## config.mk

```make
export PLATFORM = sky130hd
export DESIGN_NAME = fetch_stage
export DESIGN_NICKNAME = d
export VERILOG_FILES = /design/src/rtl/fetch_stage_pkg.sv /design/src/rtl/fetch_fifo.sv /design/src/rtl/fetch_stage.sv
export SDC_FILE = /design/constraint.sdc
export NUM_CORES = 1
export LEC_CHECK = 0
export ABC_AREA = 1
export CORE_MARGIN = 5
export CORE_UTILIZATION = 45
export DETAILED_ROUTE_END_ITERATION = 10
export MAX_ROUTING_LAYER = met4
export PLACE_DENSITY = 0.75
export SYNTH_ARGS = -nofsm -noshare
export SYNTH_HDL_FRONTEND = slang
export SYNTH_SLANG_ARGS = --single-unit
```

## constraint.sdc

```tcl
create_clock -name clk -period 5.8 [get_ports clk]
set_clock_uncertainty 0.05 [all_clocks]
set_input_delay 0.58 -clock clk [delete_from_list [all_inputs] [get_ports clk]]
set_output_delay 0.58 -clock clk [all_outputs]
set_load 0.01 [all_outputs]
```

## src/rtl/fetch_stage_pkg.sv

```systemverilog
// Shared types and constants for the instruction-fetch stage.
package fetch_stage_pkg;

    typedef enum logic [1:0] {
        FS_BOOT = 2'd0,
        FS_REQ  = 2'd1,
        FS_WAIT = 2'd2
    } fs_state_e;

    localparam logic [31:0] INSTR_NOP = 32'h0000_0013;

    typedef struct packed {
        logic [31:0] pc;
        logic [31:0] instr;
    } fetch_entry_t;

    function automatic logic [31:0] word_align(input logic [31:0] addr);
        return addr & ~32'd3;
    endfunction

endpackage

```

## src/rtl/fetch_fifo.sv

```systemverilog
// Small {pc, instr} buffer toward ID; entry 0 is a dedicated register so the
// presented head is always driven straight from flops.
module fetch_fifo
    import fetch_stage_pkg::*;
#(
    parameter int DEPTH = 2
) (
    input  logic                         clk,
    input  logic                         rstn,
    input  logic                         push,
    input  fetch_entry_t                 push_data,
    input  logic                         pop,
    input  logic                         flush,
    output logic [$clog2(DEPTH+1)-1:0]   count,
    output logic                         head_valid,
    output fetch_entry_t                 head
);
    localparam int CW = $clog2(DEPTH + 1);

    fetch_entry_t  head_q;
    fetch_entry_t  tail_q [DEPTH-1];
    fetch_entry_t  ent_q  [DEPTH];
    fetch_entry_t  ent_d  [DEPTH];
    logic [CW-1:0] count_q, count_d;
    logic          valid_q;

    always_comb begin
        ent_q[0] = head_q;
        for (int i = 1; i < DEPTH; i++) ent_q[i] = tail_q[i-1];
    end

    // NOTE: every variable gets its default before any branch, so no path leaves it unassigned and no latch is inferred.
    always_comb begin
        ent_d   = ent_q;
        count_d = count_q;
        if (pop && count_q != '0) begin
            for (int i = 0; i < DEPTH - 1; i++)
                if (CW'(i + 1) < count_q) ent_d[i] = ent_q[i+1];
            count_d = count_q - 1'b1;
        end
        if (push) begin
            for (int i = 0; i < DEPTH; i++)
                if (CW'(i) == count_d) ent_d[i] = push_data;
            count_d = count_d + 1'b1;
        end
        if (flush) count_d = '0;
    end

    // NOTE: state registers use non-blocking assignments so every flop samples pre-edge values regardless of statement order.
    always_ff @(posedge clk) begin
        if (!rstn) begin
            count_q <= '0;
            valid_q <= 1'b0;
            head_q  <= '{pc: '0, instr: INSTR_NOP};
        end else begin
            count_q <= count_d;
            valid_q <= (count_d != '0);
            head_q  <= ent_d[0];
        end
    end

    // NOTE: storage behind the head is not reset; count gates its use, so clearing it would only add reset fan-out.
    always_ff @(posedge clk) begin
        for (int i = 1; i < DEPTH; i++) tail_q[i-1] <= ent_d[i];
    end

    assign count      = count_q;
    assign head_valid = valid_q;
    assign head       = head_q;

    a_no_overflow: assert property (@(posedge clk) disable iff (!rstn)
        !(push && !pop && count_q == CW'(DEPTH)));

endmodule

```

## src/rtl/fetch_stage.sv

```systemverilog
// Instruction-fetch stage: owns the PC, runs the imem req/gnt/rvalid handshake
// with a single outstanding request, and buffers returned words toward ID.
module fetch_stage
    import fetch_stage_pkg::*;
#(
    parameter logic [31:0] RESET_PC   = 32'h0000_0000,
    parameter int          FIFO_DEPTH = 2
) (
    input  logic        clk,
    input  logic        rstn,
    input  logic [31:0] npc_i,
    input  logic        redirect_i,
    output logic [31:0] pc_o,
    output logic        imem_req_o,
    input  logic        imem_gnt_i,
    input  logic        imem_rvalid_i,
    input  logic [31:0] imem_rdata_i,
    output logic        id_valid_o,
    input  logic        id_ready_i,
    output logic [31:0] id_pc_o,
    output logic [31:0] id_instr_o
);
    localparam int CW = $clog2(FIFO_DEPTH + 1);

    fs_state_e     state_q, state_d;
    logic [31:0]   pc_q, fetch_pc_q;
    logic          outstanding_q, outstanding_d;
    logic          discard_q, discard_d;
    logic [CW-1:0] fifo_count;
    logic [CW:0]   used;
    logic          credit, grant, resp, push;
    fetch_entry_t  head;

    always_comb begin
        used          = {1'b0, fifo_count} + (CW+1)'(outstanding_q);
        credit        = used < (CW+1)'(FIFO_DEPTH);
        imem_req_o    = (state_q == FS_REQ) && credit;
        grant         = imem_req_o && imem_gnt_i;
        resp          = (state_q == FS_WAIT) && imem_rvalid_i;
        push          = resp && !discard_q && !redirect_i;
        state_d       = state_q;
        outstanding_d = outstanding_q;
        discard_d     = discard_q;
        case (state_q)
            FS_BOOT: state_d = FS_REQ;
            FS_REQ: begin
                if (grant) begin
                    state_d       = FS_WAIT;
                    outstanding_d = 1'b1;
                end
            end
            FS_WAIT: begin
                if (resp) begin
                    state_d       = FS_REQ;
                    outstanding_d = 1'b0;
                    discard_d     = 1'b0;
                end
            end
            default: state_d = FS_BOOT;
        endcase
        // A response already arriving with the redirect is dropped via push; only a still-pending one needs discard.
        if (redirect_i && ((state_q == FS_WAIT && !imem_rvalid_i) || grant))
            discard_d = 1'b1;
    end

    always_ff @(posedge clk) begin
        if (!rstn) begin
            state_q       <= FS_BOOT;
            pc_q          <= word_align(RESET_PC);
            fetch_pc_q    <= '0;
            outstanding_q <= 1'b0;
            discard_q     <= 1'b0;
        end else begin
            state_q       <= state_d;
            outstanding_q <= outstanding_d;
            discard_q     <= discard_d;
            if (redirect_i || grant) pc_q <= word_align(npc_i);
            if (grant) fetch_pc_q <= pc_q;
        end
    end

    fetch_fifo #(.DEPTH(FIFO_DEPTH)) u_fifo (
        .clk        (clk),
        .rstn       (rstn),
        .push       (push),
        .push_data  ('{pc: fetch_pc_q, instr: imem_rdata_i}),
        .pop        (id_ready_i),
        .flush      (redirect_i),
        .count      (fifo_count),
        .head_valid (id_valid_o),
        .head       (head)
    );

    assign pc_o       = pc_q;
    assign id_pc_o    = head.pc;
    assign id_instr_o = head.instr;

endmodule
```

==> impl_metrics.ini, run 1 <==
[status]
status = finished clean

[logic_synthesis]
synthSimpleGateAreaFrac_pct = 29.4
synthMuxAreaShare_pct = 0
synthTopCellsByArea = dfxtp_1, edfxtp_1, nand2_1, nor2_1, buf_4
syn_area_um2 = 8680
synth_fa_ha_area_share_pct = 0.577
yosys_warnings = 0
async_reset_ff_share_pct = 0
syn_avg_cell_area_um2 = 7.71
synth-main-ff-cell = dfxtp_1
synthDistinctLibCells = 21
synth.most_common_cell = nand2_1
yosysSeqAreaShare_pct = 51.7
synthXorXnorAreaFrac_pct = 0
synth_top_family_by_area = simple AND/OR/NAND/NOR gates
synth_top_area_share_pct = 30.2
synth_top_cell_by_area = dfxtp_1
synth.ff_latch_count = 193
synth_edf_count = 62
synth_compound_area_share_pct = 3.69
postSynthCellCount = 1125
synth_commonest_cells = nand2_1, nor2_1, dfxtp_1

[clock_network]
cts-resized-gates = 0
cts.sinks = 193
post_cts.repair.setup_buffers = 0
clk_latency_ns = 0.42
ctsHoldBuffers = 0
cts_buffers = 17
clkTransAtPathRegs_ns = 0.07
cts_tree = yes
htreeDepth = 4
clk_path_buf_depth = 2
cts-root-buf = clkbuf_16

[floorplan]
die_area_um2 = 22200
die_h_um = 149
row_count = 50
pin_count = 168
core_region_area_um2 = 18800
chipWidth_um = 149
initial_utilization_pct = 46.1

[pwr]
p_sw_share_pct = 24.3
powerDensity_nw_per_um2 = 275
power.share.clock_pct = 39.5
power.leakage_nw = 4.71
comb_power_share_pct = 9.3
p_total_mw = 2.87
internal_power_mw = 2.18
switchingPower_uw = 698
power_frac_seq_pct = 51.2
ir_worst_vdd_mv = 0.196

[grt]
grt_max_degree = 96
overflow = 0
antenna_found_initial = 0
grt_usage_pct = 18.3
grt_pass1_wl_um = 32100
grt_pass1_vias = 6375

[route]
via_count = 6850
drt_wl_total_um = 19700
firstDrtPassIters = 6
post_drt_wl_per_cell_um = 13.5
drc = 0
first_iter_violations = 405
ant_nets = 0
via_per_inst = 4.72

[worst_setup_path]
crit_path_cell_trace = inv_1, ha_1, inv_2, buf_4, nand2_1, nand2_1, nand2_1, ha_1, nand2_4, buf_4, nand2_1, nand2_1, nor2_1
cp_max_fo = 67
endpoint_kind = flip-flop
critPathRequiredTime_ns = 6.07
crit_type = flip-flop to flip-flop
cp.arrival_ns = 3.75
r2r-end = u_fifo.head[19]$_SDFF_PN0_
startpoint_type = flip-flop
cpMostUsedCell = nand2_1
crit_family = buffers and inverters
slowest_stage = buf_4
critPathBufInv = 4
reg2reg_setup_slack_ns = 2.31
worst-r2r-cell-count = 13
cpPeakStageDelay_ns = 0.59
timing.rr.start = u_fifo.count[0]$_SDFF_PN0_

[layout]
n_antenna_cell = 0
design_area_um2 = 10400
fin_nets = 1253
area.growth.synth_to_final_pct = 20.3
final_core_util_pct = 55.4
fill_cells = 1727
drive_gt1_share_pct = 4.36

[timing]
grt_setup_unrepaired = false
period_needed_ns = 3.49
worst-slew-pin-transition_ns = 0.964
fin_crit_sh_pct = 60.1
finalHoldViolations = 0
setup_tns_ns = 0
holdWs_ns = 0.399
fmax_mhz = 287
final-setup-viol-count = 0
slew-limit-headroom_pct = 35.7
drv_slew = 0

[placed_design]
port_buffers = 163
gp_congestion = 0.779
placed_area_um2 = 9860
dp_hpwl_um = 12100

[job]
drv_cap = 0

[hold_path]
hold_start = fetch_pc_q[31]$_SDFFE_PN0P_
hold_class = flip-flop to flip-flop
hold_end = u_fifo.tail_q[0][63]$_DFFE_PP_
whs_path_depth = 0
power by group through the flow:
| stage | registers, mW | clock network, mW | logic [mW] |
|---|---|---|---|
| after floorplan | 1.50 | 0 | 0.148 |
| after global placement | 1.50 | 0 | 0.264 |
| after detailed placement | 1.50 | 0 | 0.267 |
| after CTS | 1.47 | 1.16 | 0.269 |
| after global routing | 1.48 | 1.23 | 0.301 |
| final | 1.47 | 1.13 | 0.267 |
routing by layer:
metal  wire (µm)  global-route usage [%]
met2        8740                    28.2
met5           0                       -
met4         312                    5.45
met1        9450                    24.5
met3        1160                    3.68
stage by stage:
step                      cells  setup slack, ns
after global placement     1420             2.41
after floorplan            1126             1.25
final                      1452             2.31
after CTS                  1452             2.29
after detailed placement   1420             2.34
after global routing       1452             2.00
cells by family (layout without fill, tap and decap cells):
| logic type | count (synthesis) | count (layout) |
|---|---|---|
| simple gates | 620 | 620 |
| buf+inv | 243 | 309 |
| flops | 193 | 193 |
| compound gates | 64 | 64 |
| fa+ha+maj | 4 | 4 |
| other cells | 1 | 2 |
cells in the final DEF (no fill, tap or decap):
master,instances
buf_2,1
nand3_2,2
clkdlybuf4s50_1,161
dfxtp_1,130
inv_6,3
dfxtp_2,1
ha_1,4
nand3b_1,2
clkinv_2,1
conb_1,2
nor2_4,2
nand4_4,1
nor2_1,215
clkbuf_16,18
clkinv_4,3
inv_4,2
edfxtp_1,62
nand2_4,1
clkinv_1,1
inv_2,2
o21ai_0,31
clkbuf_1,1
nand4_1,58
inv_1,101
clkbuf_8,2
buf_4,11
nand2_1,298
nand3_1,41
a21oi_1,33
inv_8,2
layout make-up:
class | count | area [µm²] | area share (%)
clock buffers | 21 | 482 | 4.62
multi-input cells | 690 | 2960 | 28.4
clock inverters | 11 | 92.6 | 0.887
flip-flops and latches | 193 | 4490 | 43.0
repair buffers | 173 | 1700 | 16.3
well taps | 260 | 325 | 3.12
inverters | 104 | 390 | 3.74
how the worst max path moves through the flow:
stage | start | endpoint | slack [ns] | cells past startpoint
2_1_floorplan | u_fifo.count[1]$_SDFF_PN0_ | u_fifo.tail_q[0][0]$_DFFE_PP_ | 1.25 | 10
3_3_place_gp | u_fifo.count[0]$_SDFF_PN0_ | u_fifo.tail_q[0][39]$_DFFE_PP_ | 2.41 | 10
3_5_place_dp | u_fifo.count[0]$_SDFF_PN0_ | u_fifo.tail_q[0][39]$_DFFE_PP_ | 2.34 | 10
4_1_cts | u_fifo.count[0]$_SDFF_PN0_ | u_fifo.tail_q[0][48]$_DFFE_PP_ | 2.29 | 10
5_1_grt | u_fifo.count[0]$_SDFF_PN0_ | u_fifo.head[29]$_SDFF_PN0_ | 2.00 | 13
6_report | u_fifo.count[0]$_SDFF_PN0_ | u_fifo.head[19]$_SDFF_PN0_ | 2.31 | 13
registers in the layout, indices dropped and copies added (netlist names):
register	flops
discard_q	1
pc_o	30
u_fifo.head	64
u_fifo.tail_q	62
u_fifo.count	2
state_q	2
fetch_pc_q	30
outstanding_q	1
u_fifo.head_valid	1
Note: power is estimated with default switching activity, not from simulation.
==> run 2, diff against run 1 <==
clock period = 3.6 ns   (was 5.8 ns; I/O delays follow)
==> run 2 against run 1 <==
  * Non-clock buffer count increased by 2
  * Core utilization increased by 0.27 points
  * Maximum frequency increased by 42%
  * Global-route usage increased by 0.080 points
  * Sequential power increased by 61%
  * Sequential share of layout area decreased by 0.21 points
  * Final cell count increased by 0.14%
  * Highest routed layer unchanged
==> impl_metrics.ini, run 2 (synthesized netlist as in run 1, its figures left out) <==
[clock_network]
cts_buffers = 17
cts-resized-gates = 0
htreeDepth = 4
cts_tree = yes
cts-root-buf = clkbuf_16
clk_latency_ns = 0.43
cts.sinks = 193
ctsHoldBuffers = 0
clkTransAtPathRegs_ns = 0.07
post_cts.repair.setup_buffers = 0
clk_path_buf_depth = 2

[route]
ant_nets = 0
firstDrtPassIters = 4
via_count = 6858
via_per_inst = 4.72
post_drt_wl_per_cell_um = 13.4
drt_wl_total_um = 19400
drc = 0
first_iter_violations = 398

[placed_design]
dp_hpwl_um = 11900
placed_area_um2 = 9910
dp.cells = 1422
gp_congestion = 0.792
port_buffers = 163

[hold_path]
hold_class = flip-flop to flip-flop

[timing]
final-setup-viol-count = 0
drv_slew = 0
worst-slew-pin-transition_ns = 0.921
finalHoldViolations = 0
slew-limit-headroom_pct = 38.5
setup_tns_ns = 0
fin_crit_sh_pct = 68.3
grt_setup_unrepaired = false
holdWs_ns = 0.409
period_needed_ns = 2.46
fmax_mhz = 407

[worst_setup_path]
startpoint_type = flip-flop
critical_path.endpoint = u_fifo.head[2]$_SDFF_PN0_
cpPeakStageDelay_ns = 0.43
cp.arrival_ns = 2.72
crit_path_cell_trace = inv_1, ha_1, inv_2, nand2_1, nand2_1, nand2_1, inv_1, ha_1, nand2_4, buf_4, nand2_1, nand2_1, nor2_1
r2r-end = u_fifo.head[2]$_SDFF_PN0_
critPathLaunch = u_fifo.count[1]$_SDFF_PN0_
crit_family = simple AND/OR/NAND/NOR gates
reg2reg_setup_slack_ns = 1.14
cpMostUsedCell = nand2_1
worst-r2r-cell-count = 13
critPathBufInv = 4
endpoint_kind = flip-flop
slowest_stage = nand2_4
cp_num_cells = 13
critPathRequiredTime_ns = 3.86
crit_type = flip-flop to flip-flop
cp_max_fo = 50
timing.rr.start = u_fifo.count[1]$_SDFF_PN0_

[pwr]
ir_worst_vdd_mv = 0.323
powerDensity_nw_per_um2 = 440
power.leakage_nw = 4.72

[grt]
grt_usage_pct = 18.3
grt_pass1_wl_um = 32100
overflow = 0
grt_pass1_vias = 6436
antenna_found_initial = 0
grt_max_degree = 95

[layout]
area.growth.synth_to_final_pct = 20.9
fin_nets = 1255
final_cell_mix = nand2_1, nor2_1, clkdlybuf4s50_1
fill_cells = 1719
fin_cells = 1454
drive_gt1_share_pct = 4.61
final_core_util_pct = 55.7
design_area_um2 = 10500
n_antenna_cell = 0
layout_commonest_cell = nand2_1
largest_reg_flops = 64

[floorplan]
pin_count = 168
die_area_um2 = 22200
core_region_area_um2 = 18800
initial_utilization_pct = 46.1
row_count = 50
die_h_um = 149
chipWidth_um = 149

[status]
status = finished clean

[job]
drv_cap = 0
## run 2: cell types whose count changed in the layout (fill, tap and decap cells not counted), sizes merged
cell      before  now
buf           12   14
clkbuf        21   17
clkinv         5    8
clkinvlp       0    1
## run 2: area by class of cell
cell class	instances	area [µm²]	area share (%)
clock buffers	17	425	4.06
clock inverters	15	148	1.41
inverters	104	390	3.72
multi-input cells	690	2960	28.2
flip-flops and latches	193	4490	42.8
well taps	260	325	3.10
repair buffers	175	1750	16.7
## run 2: worst min path at each step
| stage | startpoint | end | slack [ns] | cells after the start |
|---|---|---|---|---|
| final | fetch_pc_q[20]$_SDFFE_PN0P_ | u_fifo.tail_q[0][52]$_DFFE_PP_ | 0.41 | 0 |
| after global routing | fetch_pc_q[17]$_SDFFE_PN0P_ | u_fifo.tail_q[0][49]$_DFFE_PP_ | 0.43 | 0 |
| after CTS | fetch_pc_q[17]$_SDFFE_PN0P_ | u_fifo.tail_q[0][49]$_DFFE_PP_ | 0.41 | 0 |
| after detailed placement | fetch_pc_q[15]$_SDFFE_PN0P_ | u_fifo.tail_q[0][47]$_DFFE_PP_ | 0.39 | 0 |
| after global placement | fetch_pc_q[20]$_SDFFE_PN0P_ | u_fifo.tail_q[0][52]$_DFFE_PP_ | 0.39 | 0 |
| after floorplan | fetch_pc_q[31]$_SDFFE_PN0P_ | u_fifo.tail_q[0][63]$_DFFE_PP_ | 0.37 | 0 |
## run 2: per-layer routing
metal	part of all wire [%]	vias up	routed length, µm	GRT usage, %
met2	45	207	8670	27.8
met1	47	3070	9200	25.2
met5	0	-	0	-
met4	1.2	0	233	4.26
met3	6.8	18	1320	4.22
li1	-	3563	-	-
## run 2: worst reg2reg max path, cell delays in order, from the launching register on
cell	delay, ns
dfxtp_2	0.32
inv_1	0.18
ha_1	0.20
inv_2	0.06
nand2_1	0.08
nand2_1	0.05
nand2_1	0.11
inv_1	0.07
ha_1	0.22
nand2_4	0.43
buf_4	0.39
nand2_1	0.10
nand2_1	0.06
nor2_1	0.04
## run 2: power breakdown
| group | internal (mW) | switching, mW | leakage (nW) |
|---|---|---|---|
| logic | 0.208 | 0.225 | 2.81 |
| registers | 2.32 | 0.0554 | 1.63 |
| clock network | 0.920 | 0.888 | 0.280 |
| total | 3.44 | 1.17 | 4.72 |
## run 2: metrics by stage
| step | setup slack, ns | power [mW] |
|---|---|---|
| after detailed placement | 1.10 | 2.85 |
| after CTS | 1.13 | 4.66 |
| after global placement | 1.13 | 2.85 |
| final | 1.14 | 4.61 |
| after global routing | 0.922 | 4.81 |
| after floorplan | 0.0700 | 2.65 |
